## src/rtl/yuv_quant_stream.sv

```systemverilog
// yuv_quant_stream: streaming DCT coefficient quantiser.
// Coefficients arrive one per beat, channel-interleaved block by block. Each
// one is multiplied by a reciprocal from a programmable table, then shifted,
// optionally rounded and saturated. The pipeline has three stages and uses
// valid/ready handshakes on both sides.
// Build option: define YUV_QUANT_ROUND_EN to round half away from zero.
// Without it the result is truncated toward zero and the rounding adder is removed.
module yuv_quant_stream #(
  parameter int unsigned MCU_SIZE       = 8,
  parameter int unsigned DCT_BITWIDTH   = 12,
  parameter int unsigned QUAN_BITWIDTH  = 12,
  parameter int unsigned CHANNELS       = 3,
  parameter int unsigned NUM_TABLES     = 2,
  parameter int unsigned RECIP_BITWIDTH = 17
) (
  input  logic                              clk,
  input  logic                              n_rst,
  input  logic                              s_valid,
  output logic                              s_ready,
  input  logic [DCT_BITWIDTH-1:0]           s_coef,
  input  logic                              s_last,
  output logic                              m_valid,
  input  logic                              m_ready,
  output logic [QUAN_BITWIDTH-1:0]          m_coef,
  output logic [$clog2(CHANNELS):0]         m_chan,
  output logic [2*$clog2(MCU_SIZE)-1:0]     m_index,
  output logic                              m_sat,
  output logic                              m_last,
  input  logic                              tbl_we,
  input  logic [$clog2(NUM_TABLES):0]       tbl_sel,
  input  logic [2*$clog2(MCU_SIZE)-1:0]     tbl_addr,
  input  logic [RECIP_BITWIDTH-1:0]         tbl_data
);

  localparam int unsigned NN    = MCU_SIZE * MCU_SIZE;
  localparam int unsigned IW    = 2 * $clog2(MCU_SIZE);
  localparam int unsigned CW    = $clog2(CHANNELS) + 1;
  localparam int unsigned SHIFT = RECIP_BITWIDTH - 1;
  localparam int unsigned PW    = DCT_BITWIDTH + RECIP_BITWIDTH + 1;
  localparam int unsigned DEPTH = NUM_TABLES * NN;
  localparam int unsigned AW    = (DEPTH > 1) ? $clog2(DEPTH) : 1;
  localparam logic [QUAN_BITWIDTH-1:0] QMAX_Q = {1'b0, {(QUAN_BITWIDTH-1){1'b1}}};
  localparam logic [PW-1:0] QMAX_W = PW'(QMAX_Q);
`ifdef YUV_QUANT_ROUND_EN
  localparam logic [PW-1:0] HALF = PW'(1) << (SHIFT - 1);
`endif

  logic                      en;
  logic                      hs;
  logic [IW-1:0]             idx_cnt;
  logic [CW-1:0]             ch_cnt;
  logic                      idx_last;
  logic                      ch_last;
  logic [AW-1:0]             rd_addr;
  logic [AW-1:0]             wr_addr;
  logic                      wr_ok;
  logic [RECIP_BITWIDTH-1:0] tbl_mem [DEPTH];

  logic                      v1, v2;
  logic signed [DCT_BITWIDTH-1:0] coef1;
  logic [RECIP_BITWIDTH-1:0] r1;
  logic [IW-1:0]             idx1, idx2;
  logic [CW-1:0]             ch1, ch2;
  logic                      last1, last2;
  logic signed [PW-1:0]      p2;

  logic [PW-1:0]             mag;
  logic [PW-1:0]             q_full;
  logic [QUAN_BITWIDTH-1:0]  q_mag;
  logic [QUAN_BITWIDTH-1:0]  q_out;
  logic                      sat;

  // Whole pipeline advances together; it only freezes while the output is held.
  assign en       = !m_valid || m_ready;
  assign s_ready  = en;
  assign hs       = s_valid && en;
  assign idx_last = (idx_cnt == IW'(NN - 1));
  assign ch_last  = (ch_cnt == CW'(CHANNELS - 1));

  // Table addressing: channels past the last table share the last one.
  always_comb begin
    if (int'(ch_cnt) < int'(NUM_TABLES) - 1)
      rd_addr = AW'(int'(ch_cnt) * int'(NN) + int'(idx_cnt));
    else
      rd_addr = AW'((int'(NUM_TABLES) - 1) * int'(NN) + int'(idx_cnt));
    wr_ok   = tbl_we && (int'(tbl_sel) < int'(NUM_TABLES));
    wr_addr = AW'(int'(tbl_sel) * int'(NN) + int'(tbl_addr));
  end

  // Reciprocal RAM: written any cycle, never reset.
  always_ff @(posedge clk) begin
    if (wr_ok) tbl_mem[wr_addr] <= tbl_data;
  end

  // Block position counters; a frame end lands on the natural wrap point, so it also zeroes them.
  always_ff @(posedge clk or negedge n_rst) begin
    if (!n_rst) begin
      idx_cnt <= '0;
      ch_cnt  <= '0;
    end else if (hs) begin
      if (idx_last) begin
        idx_cnt <= '0;
        ch_cnt  <= ch_last ? '0 : ch_cnt + CW'(1);
      end else begin
        idx_cnt <= idx_cnt + IW'(1);
      end
    end
  end

  // S1: capture the beat and read its reciprocal (old data on a same-cycle write).
  always_ff @(posedge clk or negedge n_rst) begin
    if (!n_rst) begin
      v1    <= 1'b0;
      coef1 <= '0;
      r1    <= '0;
      idx1  <= '0;
      ch1   <= '0;
      last1 <= 1'b0;
    end else if (en) begin
      v1    <= hs;
      coef1 <= s_coef;
      r1    <= tbl_mem[rd_addr];
      idx1  <= idx_cnt;
      ch1   <= ch_cnt;
      last1 <= s_last && idx_last && ch_last;
    end
  end

  // S2: signed coefficient times unsigned reciprocal.
  always_ff @(posedge clk or negedge n_rst) begin
    if (!n_rst) begin
      v2    <= 1'b0;
      p2    <= '0;
      idx2  <= '0;
      ch2   <= '0;
      last2 <= 1'b0;
    end else if (en) begin
      v2    <= v1;
      p2    <= PW'(coef1) * PW'($signed({1'b0, r1}));
      idx2  <= idx1;
      ch2   <= ch1;
      last2 <= last1;
    end
  end

  // S3 datapath: scale magnitude down, clip, restore sign.
  always_comb begin
    mag = p2[PW-1] ? $unsigned(-p2) : $unsigned(p2);
`ifdef YUV_QUANT_ROUND_EN
    q_full = (mag + HALF) >> SHIFT;
`else
    q_full = mag >> SHIFT;
`endif
    sat   = (q_full > QMAX_W);
    q_mag = sat ? QMAX_Q : q_full[QUAN_BITWIDTH-1:0];
    q_out = p2[PW-1] ? -q_mag : q_mag;
  end

  // S3 output register.
  always_ff @(posedge clk or negedge n_rst) begin
    if (!n_rst) begin
      m_valid <= 1'b0;
      m_coef  <= '0;
      m_chan  <= '0;
      m_index <= '0;
      m_sat   <= 1'b0;
      m_last  <= 1'b0;
    end else if (en) begin
      m_valid <= v2;
      m_coef  <= q_out;
      m_chan  <= ch2;
      m_index <= idx2;
      m_sat   <= v2 && sat;
      m_last  <= v2 && last2;
    end
  end

endmodule
```

## config.mk

```make
export PLATFORM = sky130hd
export DESIGN_NAME = yuv_quant_stream
export DESIGN_NICKNAME = d
export VERILOG_FILES = /design/src/rtl/yuv_quant_stream.sv
export SDC_FILE = /design/constraint.sdc
export NUM_CORES = 2
export LEC_CHECK = 0
export BUFFER_PORTS_ARGS = -buffer_cell sky130_fd_sc_hd__clkbuf_2
export CAP_MARGIN = 20
export CORE_MARGIN = 2
export CORE_UTILIZATION = 44
export CTS_BUF_LIST = sky130_fd_sc_hd__clkbuf_8 sky130_fd_sc_hd__clkbuf_16
export DETAILED_ROUTE_END_ITERATION = 16
export MAX_ROUTING_LAYER = met4
export SLEW_MARGIN = 20
export SYNTH_ARGS = -nofsm -noshare
export SYNTH_HDL_FRONTEND = slang
export SYNTH_SLANG_ARGS = --single-unit
```

## constraint.sdc

```tcl
create_clock -name clk -period 7.3 [get_ports clk]
set_input_delay 0.73 -clock clk [delete_from_list [all_inputs] [get_ports clk]]
set_output_delay 0.73 -clock clk [all_outputs]
set_load 0.05 [all_outputs]
```

==> Yosys cells after proc, flatten, opt, wreduce, memory -nomap -nowiden <==
Memory sizes are Yosys's and may differ from the RTL's. A register that Yosys moved wholly into a read port is not among the register bits.
Cells that the tools add are included.
{ "totals": {"mem_count": 1, "input_bits": 43, "wordCells": 50, "out_inout_bits": 25, "ramBits": 2176, "reg_bits": 97} }
{ "classes": {"n_mul": 1, "add_sub_neg": 7, "n_reduce_logical": 10, "n_mux": 8, "eq_ne": 2, "magnitude_cmp": 3} }
{ "memory_table": {"columns": ["memory", "depth", "word_bits", "read_ports", "rd_ports_with_merged_regs", "wr", "line_no", "text"], "rows": [
  ["tbl_mem", 128, 17, 1, 1, 1, "57", "logic [RECIP_BITWIDTH-1:0] tbl_mem [DEPTH];"]
]} }
{ "ops": {"columns": ["cell", "count"], "rows": [
  ["$mul A12 B18 Y30", 1],
  ["$mux W30", 1],
  ["$neg A30 Y30", 1],
  ["$mux W12", 2],
  ["$add A7 B6 Y7", 2],
  ["$gt A14 B11 Y1 const B", 1],
  ["$neg A12 Y12", 1],
  ["$add A7 B6 Y7 const A", 1],
  ["$mux W7", 1],
  ["$add A6 B1 Y6 const B", 1],
  ["$eq A6 B6 Y1 const B", 1],
  ["$logic_and A1 B1 Y1", 6],
  ["$mux W6", 1],
  ["$add A3 B1 Y3 const B", 1],
  ["$eq A3 B2 Y1 const B", 1],
  ["$lt A3 B1 Y1 const B", 1],
  ["$mux W3", 1],
  ["$logic_not A1 Y1", 2],
  ["$lt A2 B2 Y1 const B", 1],
  ["$mux W1", 2],
  ["$reduce_and A2 Y1", 1],
  ["$logic_or A1 B1 Y1", 1]
]} }

==> Logic depth before layout (Yosys ltp) <==
{ "depth": {"ltp_word": 6, "mapped_depth": 21, "ltp_nobuf": 20} }

==> Worst setup path before layout <==
No wires, ideal clock.
{ "synth_path": {"path_kind": "register -> register", "from": "register coef1[3]", "to": "register p2[27]", "required_time_ns": 7.205, "synth_period_minus_slack_ns": 5.336, "path_stages_with_launch": 21, "arrival_time_ns": 5.241, "path_slack_ns": 1.964, "setup_time_ns": 0.095, "n_path_buf": 2, "cell_sequence": "dfrtp_1 -> clkbuf_1 -> clkbuf_1 -> nand2_1 -> fa_1 -> fa_1 -> fa_1 -> inv_1 -> fa_1 -> inv_1 -> fa_1 -> inv_1 -> ha_1 -> o21a_1 -> o31a_1 -> o41a_1 -> o211ai_1 -> a21oi_1 -> o31a_1 -> o21a_1 -> o31ai_1"} }
{ "synth_via": {"elab_chain_cells": 1} }
{ "synth_lines": {"columns": ["item", "line_no", "text"], "rows": [
  ["start, declared", "60", "logic signed [DCT_BITWIDTH-1:0] coef1;"],
  ["start signal, assigned", "121", "coef1 <= s_coef;"],
  ["$mul A12 B18 Y30", "139", "p2 <= PW'(coef1) * PW'($signed({1'b0, r1}));"],
  ["end signal, assigned", "139", null],
  ["end, declared", "65", "logic signed [PW-1:0] p2;"]
]} }
No other way between the ends.
A chain may end at the register's enable or synchronous reset.

==> Worst setup path in the final report <==
{ "layout_path": {"from": "register coef1[4]", "to": "register p2[27]"} }
Same word-level chain as after synthesis.

==> summary.md <==
| Metric | Value |
|---|---|
| Run status | `finished, final reports clean` |
| CP startpoint kind | `flop` |
| Worst VDD drop | `~1.3 mV` |
| Top-area cell type share of the netlist area | `around 70%` |
| Post-route ant nets | `0` |
| WP data required | `8070 ps` |
| Input/output buffers | `between 60 and 70` |
| Non-filler cells, final | `between 7,000 and 8,000` |
| TritonCTS Buffers | `around 230` |
| 1st-iter DRT viols | `just over 5,000` |
| Crit path max fanout | `18` |
| Core footprint | `~0.21 mm2` |
| DIE WIDTH | `468 um` |
| Yosys warning total | `0` |
| First-pass GRT wire length | `between 300,000 and 400,000 um` |
| Distinct cells, synth | `64` |
| Placed insts | `~7,400` |
| I/O pins | `between 60 and 70` |
| Area after DPL | `0.0995 mm2` |
| Final Cycle Share | `about four fifths` |
| Kind of critical path | `reg -> reg` |
| Nets@finish | `a little over 5,000` |
| Leading area contributor after synthesis | `edfxtp_1` |
| Post-synth top cells | `edfxtp_1 (2,176), mux4_2 (714), nand2_1 (332)` |
| Die Y | `around 470 um` |
| Clk buf depth | `3` |
| Final hold vios | `0` |
| Gate Count Post-Synth | `around 4,600` |
| Power share of the clock group | `between 20% and 30%` |
| Max_cap viols | `0` |
| Area delta synth->final | `12.8%` |
| Pins Over Slew Limit | `0` |
| Synth Register Bits | `around 2,300` |
| Clock Latency Late Sink | `870 ps` |
| Vias in the first global route | `~46,000` |
| DR vias | `between 40,000 and 50,000` |
| Initial Utilization | `~44%` |
| Setup TNS | `0 ps` |
| Total power | `about 0.050 W` |
| Drt pass-1 iters | `5` |
| Internal Power | `about 0.031 W` |
| Leak pwr | `approximately 35 nW` |
| Rows | `170` |
| Gr busiest metal | `met1` |
| H-tree Lvls | `4` |
| Syn nets | `4,876` |
| Async SR Flop Fraction | `roughly 5%` |
| Post-DP HPWL | `between 100,000 and 150,000 um` |
| DRC Markers | `0` |
| Max Freq | `roughly 170 MHz` |
| Top-count cell post-synth | `edfxtp_1` |
| Final Util | `between 40 and 50%` |
| Relative slew slack | `26.7%` |
| Pwr Density | `approximately 470 mW/mm2` |
| CTS clk-pin slew, worst paths | `about 70 ps` |
| CTS root buf | `clkbuf_16` |
| Filler instances | `17,200` |
| Die area | `about 0.22 mm2` |
| Mapped Area | `roughly 0.095 mm2` |
| Sw frac | `roughly 37%` |
| Sequential Power Share | `31.0%` |
| Switching power total | `between 0.015 and 0.02 W` |
| RSZ-0062 raised after global routing | `no` |
| CTS tree | `yes` |
| Post-CTS Setup Bufs | `0` |
| Main flop type after synthesis | `edfxtp_1` |
| Clk_skew | `between 30 and 40 ps` |
| GR Layer Usage met2 | `between 30% and 40%` |
| Post-synth EDFFs | `around 2,200` |
| GRT Resource Usage Total | `between 20% and 30%` |
| Final wirelength | `approximately 230,000 um` |
| Wire per inst | `29.3 um` |
| Clock sinks | `~2,300` |
| Largest cells by area after synthesis | `edfxtp_1 (69%), mux4_2 (17%), fa_1 (3.2%)` |
| Min Tclk post-route | `around 5900 ps` |
| Share of cells above drive strength 1 | `27.5%` |
| GRT met3 Usage | `around 3.6%` |
| Setup violators final | `0` |
| Comb pwr share | `about 46%` |
| GR Overflow Total | `0` |
| Hold/Removal Path Class | `in -> reg` |
| CP Data Arrival Time | `~6600 ps` |
| Avg Cell Area, Syn | `20.6 um2` |
| Gpl congestion | `0.831` |
| Via/cell ratio | `5.83` |
| Finished layout cell area | `0.107 mm2` |
| Met1 GRT Util | `approximately a third` |
| Pin count of the biggest net entering global routing | `~120` |
| CP endpoint kind | `flop` |
| Initial antenna violation count | `14` |
| Worst-Margin Slew | `about 1100 ps` |
| Sequential fraction of the synthesis area | `72.0%` |
-- through the flow --
step	hold WS [ps]	setup slack [ps]
finish	92.5	1430
global route	68.3	1140
CTS	20.4	1470
detailed placement	456	1510
global placement	450	1550
floorplan	434	1960
-- what timing repair did --
action	CTS	global route
gates resized for setup	0	0
hold buffers	3	0
hold endpoints to repair	42	0
-- worst paths after layout --
path / startpoint / to / slack (ps) / cells after the start
setup / recovery: coef1[4] / p2[27] / 1430 / 18
hold / removal: s_coef[3] / coef1[3] / 90 / 3
setup reg to reg: coef1[4] / p2[27] / 1430 / 18
hold reg to reg: ch1[0] / ch1[0] / 470 / 2
max in group asynchronous: n_rst / r1[16] / 5780 / 3
min in group asynchronous: n_rst / m_coef[7] / 390 / 2
-- worst max-delay path: stages (launching register included) --
cell and delay, ps:
dfrtp_1 790, nand2_1 160, fa_1 510, fa_1 430, fa_1 490, inv_1 60, fa_1 530, inv_1 50
fa_1 470, inv_1 40, ha_1 330, o21a_1 130, o31a_1 150, o41a_1 400, o211ai_1 330, a21oi_1 180
o31a_1 320, o21a_1 180, o31ai_1 210
-- area by class of cell --
cell class	count	area, um2	area share [%]
flip-flops and latches	2290	68200	63.8
clock buffers	233	5800	5.42
well taps	2838	3550	3.32
diodes	9	22.5	0.0211
multi-input cells	1864	25100	23.5
repair buffers	246	1970	1.84
inverters	194	729	0.683
clock inverters	187	1500	1.40
-- routing by layer --
| metal | part of all wire [%] | wire length, um | up-vias |
|---|---|---|---|
| li1 | - | - | 19000 |
| met1 | 44 | 102000 | 24900 |
| met2 | 47 | 107000 | 1635 |
| met3 | 6.9 | 16000 | 267 |
| met4 | 2.2 | 5040 | 0 |
| met5 | 0 | 0 | - |
-- cells by family after synthesis --
group           count (synthesis)  synth area share, %
xor+xnor                       27                0.250
compound gates                166                 1.13
flops                        2290                 72.0
buf+inv                       440                 1.80
mux                           737                 17.2
fa+ha+maj                     239                 4.35
simple gates                  695                 3.26
-- layout by cell type (no fill, tap or decap), drive strengths merged, types with 6 or more instances in the layout --
cell type | netlist | final
xnor2 | 19 | 19
ha | 88 | 88
mux2i | 20 | 20
nand4 | 10 | 10
nand3b | 6 | 6
o31ai | 8 | 8
and3 | 8 | 8
nor3 | 19 | 19
or3 | 8 | 8
bufinv | 0 | 21
nor2b | 9 | 9
clkinv | 0 | 98
mux4 | 714 | 714
clkinvlp | 0 | 16
a31oi | 7 | 7
diode | 0 | 9
o21ai | 59 | 59
edfxtp | 2176 | 2176
and2 | 78 | 78
dfrtp | 114 | 114
nor2 | 171 | 171
xor2 | 8 | 8
a21o | 12 | 12
buf | 72 | 194
inv | 194 | 246
nand2 | 332 | 332
nand2b | 11 | 11
nand3 | 21 | 21
clkbuf | 174 | 282
o21a | 7 | 7
o211ai | 6 | 6
fa | 151 | 151
a21oi | 34 | 34
nor4 | 8 | 8
-- flip-flops by register name (all words and copies together), names as in the netlist, 3 cells and up --
name	cells
r1	17
coef1	12
tbl_mem	2176
m_chan	3
ch2	3
ch_cnt	3
idx_cnt	6
idx2	6
m_coef	12
ch1	3
p2	30
m_index	6
idx1	6
-- power by group through the flow --
stage	Sequential [W]	Combinational, W	Clock [W]
2_1_floorplan	0.0154	0.0170	0
3_3_place_gp	0.0157	0.0231	0
3_5_place_dp	0.0158	0.0231	0
4_1_cts	0.0155	0.0233	0.0117
5_1_grt	0.0155	0.0255	0.0122
6_report	0.0155	0.0230	0.0114
Power figures use the tool's default switching activity.
